`src/rtl/sqrt_square_if.sv`:
```
// rtl/sqrt_square_if.sv - operand/result handshake bundle for the iterative squarer
interface sqrt_square_if #(
   parameter int WIDTH = 8
);
   logic [WIDTH-1:0]   dt_i;
   logic               valid_i;
   logic               ready_o;
   logic               busy_o;
   logic [2*WIDTH-1:0] dt_o;
   logic               valid_o;
   logic               ready_i;

   modport slave (
      input  dt_i, valid_i, ready_i,
      output ready_o, busy_o, dt_o, valid_o
   );

   modport master (
      output dt_i, valid_i, ready_i,
      input  ready_o, busy_o, dt_o, valid_o
   );
endinterface

```
`src/rtl/sqrt_square.sv`:
```
// rtl/sqrt_square.sv - iterative shift-add unsigned squarer, one partial product per cycle
module sqrt_square #(
   parameter int WIDTH = 8
) (
   input  logic         clk_i,
   input  logic         rst_ni,
   input  logic         enb_i,
   sqrt_square_if.slave bus
);
   localparam int CNT_W = (WIDTH > 1) ? $clog2(WIDTH) : 1;

   typedef enum logic [1:0] {
      S_IDLE = 2'd0,
      S_CALC = 2'd1,
      S_DONE = 2'd2
   } state_t;

   state_t             r_state;
   logic [WIDTH-1:0]   r_mcand;
   logic [WIDTH-1:0]   r_mplier;
   logic [2*WIDTH-1:0] r_acc;
   logic [CNT_W-1:0]   r_cnt;
   logic [2*WIDTH-1:0] r_dt_o;

   logic [2*WIDTH-1:0] w_pp;
   logic [2*WIDTH-1:0] w_acc_next;
   logic               w_last;

   // Partial product for the current multiplier bit and the accumulator it produces
   always_comb begin
      w_pp       = {{WIDTH{1'b0}}, r_mcand} << r_cnt;
      w_acc_next = r_acc + (r_mplier[0] ? w_pp : '0);
      w_last     = (r_cnt == CNT_W'(WIDTH - 1));
   end

   // Control FSM and datapath; enb_i low freezes every register in place
   always_ff @(posedge clk_i or negedge rst_ni) begin
      if (!rst_ni) begin
         r_state  <= S_IDLE;
         r_mcand  <= '0;
         r_mplier <= '0;
         r_acc    <= '0;
         r_cnt    <= '0;
         r_dt_o   <= '0;
      end else if (enb_i) begin
         case (r_state)
            S_IDLE: begin
               if (bus.valid_i) begin
                  r_mcand  <= bus.dt_i;
                  r_mplier <= bus.dt_i;
                  r_acc    <= '0;
                  r_cnt    <= '0;
                  r_state  <= S_CALC;
               end
            end
            S_CALC: begin
               r_acc    <= w_acc_next;
               r_mplier <= r_mplier >> 1;
               r_cnt    <= r_cnt + 1'b1;
               if (w_last) begin
                  r_dt_o  <= w_acc_next;
                  r_state <= S_DONE;
               end
            end
            S_DONE: begin
               if (bus.ready_i) begin
                  r_state <= S_IDLE;
               end
            end
            default: r_state <= S_IDLE;
         endcase
      end
   end

   // Handshake outputs are masked by the enable; busy reports raw occupancy
   always_comb begin
      bus.ready_o = enb_i && (r_state == S_IDLE);
      bus.valid_o = enb_i && (r_state == S_DONE);
      bus.busy_o  = (r_state != S_IDLE);
      bus.dt_o    = r_dt_o;
   end
endmodule
```
`src/flat_wrapper.sv`:
```
// flat-port wrapper written by rule: the top's interface ports become plain ports
module sqrt_square_flat 
#(
   parameter int WIDTH = 8
)
  (clk_i, rst_ni, enb_i, bus_dt_i, bus_valid_i, bus_ready_i, bus_ready_o, bus_busy_o, bus_dt_o, bus_valid_o);
  sqrt_square_if #(.WIDTH(WIDTH)) bus_i ();
  input  logic clk_i;
  input  logic rst_ni;
  input  logic enb_i;
  input wire logic [$bits(bus_i.dt_i)-1:0] bus_dt_i;
  input wire logic [$bits(bus_i.valid_i)-1:0] bus_valid_i;
  input wire logic [$bits(bus_i.ready_i)-1:0] bus_ready_i;
  output wire logic [$bits(bus_i.ready_o)-1:0] bus_ready_o;
  output wire logic [$bits(bus_i.busy_o)-1:0] bus_busy_o;
  output wire logic [$bits(bus_i.dt_o)-1:0] bus_dt_o;
  output wire logic [$bits(bus_i.valid_o)-1:0] bus_valid_o;
  assign bus_i.dt_i = bus_dt_i;
  assign bus_i.valid_i = bus_valid_i;
  assign bus_i.ready_i = bus_ready_i;
  assign bus_ready_o = bus_i.ready_o;
  assign bus_busy_o = bus_i.busy_o;
  assign bus_dt_o = bus_i.dt_o;
  assign bus_valid_o = bus_i.valid_o;
  sqrt_square #(.WIDTH(WIDTH)) u_core (.clk_i(clk_i), .rst_ni(rst_ni), .enb_i(enb_i), .bus(bus_i));
endmodule
```
`config.mk`:
```
export PLATFORM = sky130hd
export DESIGN_NAME = sqrt_square_flat
export DESIGN_NICKNAME = d
export VERILOG_FILES = /design/src/rtl/sqrt_square_if.sv /design/src/rtl/sqrt_square.sv /design/src/flat_wrapper.sv
export SDC_FILE = /design/constraint.sdc
export NUM_CORES = 1
export LEC_CHECK = 0
export CAP_MARGIN = 5
export CORE_MARGIN = 3
export CORE_UTILIZATION = 55
export DETAILED_ROUTE_END_ITERATION = 12
export GPL_TIMING_DRIVEN = 0
export PLACE_DENSITY = 0.77
export RECOVER_POWER = 25
export SETUP_SLACK_MARGIN = 0.15
export SLEW_MARGIN = 20
export SYNTH_ARGS = -nofsm -noshare
export SYNTH_HDL_FRONTEND = slang
export SYNTH_SLANG_ARGS = --single-unit
```
`constraint.sdc`:
```
create_clock -name clk_i -period 5.5 [get_ports clk_i]
set_input_delay 0.55 -clock clk_i [delete_from_list [all_inputs] [get_ports clk_i]]
set_output_delay 0.55 -clock clk_i [all_outputs]
set_load 0.01 [all_outputs]
```
==> impl_metrics.ini <==
[yosys]
synthesis.yosys.warnings = 0
synthArstFlopShare_pct = 100
ys_seq_area_share_pct = 40.4
synth_flop_cell = dfrtp_1
synth_fp_nets = 384
synthCells = 353
syn-cell-area_mm2 = 0.00329
syn_avg_cell_area_um2 = 9.31
synth.distinct_cells = 55
synth_seq_cells = 53
synth_edf_count = 0

[power_and_ir_drop]
p_leak_nw = 1.71
p_int_mw = 1.06
clkPwrFrac_pct = 14.6
pwr_density_cell_mw_per_mm2 = 480
seq_power_share_pct = 34.8
p_sw_share_pct = 41.4
netSwitchingPower_uw = 753
p_comb_share_pct = 50.6
irDropWorstVdd_uv = 222

[placed_design]
dp_cells = 456
postPlaceCellArea_mm2 = 0.00368
dp_hpwl_um = 5620
io_buffers = 31
place_congestion = 0.937

[timing]
finalSetupTns_ns = 0
tightest_slew_ns = 2.82
timing.final.crit_share_pct = 62.9
fmax_ghz = 0.289
rsz0062_at_grt = no
max-slew-margin-rel_pct = -88.1
period_minus_slack_ns = 3.46
finClkSkew_ns = 0.00670
slew_viol_final = 54
finalHoldViolations = 0
finalSetupViolCount = 0

[worst_setup_path]
cp-start-kind = flip-flop
arrival_ns = 3.66
crit_path_frequent_cell = o21ai_0
path_max_fanout = 10
path_cells = clkbuf_1, buf_2, mux2i_1, nand2_1, o21ai_0, o21ai_0, and2_1, ha_1, a21oi_1, o211ai_1, a221oi_1, a211oi_1, a221o_1
crit_slowest_cell = a221oi_1
slowest_delay_ns = 0.47
critPathKind = reg -> reg
worstPathRequired_ns = 5.70
cp-end-kind = flip-flop

[die]
start_util_pct = 58.2
die_h_um = 83.3
die_w_um = 83.3
design.core.area_mm2 = 0.00564
ios = 32
dieArea_mm2 = 0.00694
core.rowCount = 27

[cts]
cts_resized = 0
path_clk_slew_ns = 0.10
cts_tree = yes
cts_max_level = 2
holdBufCountCts = 0
cts_buffers = 5
clockRootBuffer = clkbuf_8
cts.sink_count = 53
post-cts-setup-buffers = 0
insertion_delay_ns = 0.31
clock_path_buffers = 2

[finish]
finalNetCount = 422
postLayoutCellArea_mm2 = 0.00379
layout_commonest_cell = nand2_1
nFillCells = 447
layout_common_cells = 68 x nand2_1, 53 x dfrtp_1, 35 x o21ai_0
layout-drive-gt1-share_pct = 9.97
syn_to_final_growth_pct = 15.3
antenna_cells = 0
final-instance-count-excl-fill = 463

[global_routing]
grt_start_max_net_pins = 54
grt_pass1_wl_um = 13100
grt_util_all_layers_pct = 22.8
overflow = 0
antenna_found_initial = 0
first_global_vias = 2760

[routing]
first_iter_violations = 128
ant_nets = 0
firstDrtPassIters = 4
via_per_inst = 5.97
num_vias = 2762
wl_per_cell_um = 16.3
routed_wl_um = 7550
drc_errors = 0

[flow_run]
cap_violations = 1

[worst_hold_path]
min_path_type = reg -> reg

[run_status]
status = finished, violations left
violations = max-capacitance violations, max-slew violations
final timing paths:
check / to / slack (ns) / cells after the start / start
setup / recovery: u_core.bus.dt_o[14]$_DFFE_PN0P_ / 2.04 / 13 / u_core.r_cnt[1]$_DFFE_PN0P_
hold / removal: u_core.bus.dt_o[11]$_DFFE_PN0P_ / 0.49 / 2 / u_core.bus.dt_o[11]$_DFFE_PN0P_
setup reg to reg: u_core.bus.dt_o[14]$_DFFE_PN0P_ / 2.04 / 13 / u_core.r_cnt[1]$_DFFE_PN0P_
hold reg to reg: u_core.bus.dt_o[11]$_DFFE_PN0P_ / 0.49 / 2 / u_core.bus.dt_o[11]$_DFFE_PN0P_
max in group asynchronous: u_core.r_acc[12]$_DFFE_PN0P_ / 2.77 / 1 / rst_ni
min in group asynchronous: u_core.r_state[1]$_DFFE_PN0P_ / 1.12 / 1 / rst_ni
registers in the layout, summed over array words and instances (netlist names):
signal and cells:
u_core.bus.dt_o 16, u_core.r_cnt 3, u_core.r_mcand 8, u_core.r_state 2, u_core.r_acc 16, u_core.r_mplier 8
metrics by stage:
step | power (mW) | setup WS (ns) | hold WS [ns] | utilization [%]
finish | 1.82 | 2.04 | 0.486 | 67.1
global route | 1.97 | 1.79 | 0.520 | 67.1
CTS | 1.82 | 2.07 | 0.296 | 67.2
global placement | 1.52 | 2.17 | 0.462 | 65.3
detailed placement | 1.55 | 2.08 | 0.472 | 65.3
floorplan | 1.28 | 2.57 | 0.254 | -
metal layers:
layer,track usage [%],wire (um),vias to the layer above,share of wire (%)
met2,37.8,3680,57,49
met5,0,0,-,0
met3,3.47,293,13,3.9
met4,5.50,108,0,1.4
met1,31.3,3470,1352,46
li1,-,-,1340,-
area by class of cell:
type,instances,area [um^2],share of cell area [%]
Multi-Input combinational cell,274,1830,48.4
Sequential cell,53,1330,35.0
Timing Repair Buffer,31,304,8.03
Buffer,18,95.1,2.51
Tap cell,72,90.1,2.38
Clock buffer,5,68.8,1.82
Clock inverter,2,38.8,1.02
Inverter,8,30.0,0.793
cells in the mapped netlist (5+ instances only):
cell      number  share of area, %
nand2_1       68               7.8
dfrtp_1       53                40
o21ai_0       35               5.3
ha_1          17               6.5
nor2_1        17               1.9
a21oi_1       14               2.1
mux2i_1       14               4.3
mux2_2        13               4.5
clkbuf_1      11               1.3
o31ai_1        9               2.1
inv_1          8              0.91
and2_1         6               1.1
nor2b_1        6               1.1
nor3_1         6              0.91
a21o_1         5               1.1
cells by family after synthesis:
logic type,synth area share [%]
AOI/OAI and AO/OA,20.8
xor gates and xnor gates,2.13
adders and majority gates,7.08
buffers and inverters,3.81
DFF,40.4
muxes,8.72
and+or+nand+nor,17.1
power by group through the flow:
stage	sequential, mW	clock (mW)	combinational [mW]
after floorplan	0.625	0	0.655
after global placement	0.632	0	0.892
after detailed placement	0.639	0	0.910
after CTS	0.631	0.273	0.919
after global routing	0.653	0.286	1.03
final	0.632	0.266	0.919
critical path, delay by kind of cell (launching register included):
kind / cells / cell delay [ns]
AO/OA/AOI/OAI: 7 / 1.58
buffers and inverters: 2 / 0.55
flip-flops: 1 / 0.37
adder cells (fa/ha/maj): 1 / 0.36
multiplexers: 1 / 0.25
AND/OR/NAND/NOR: 2 / 0.25
No activity file was read; power rests on OpenSTA's default activity.
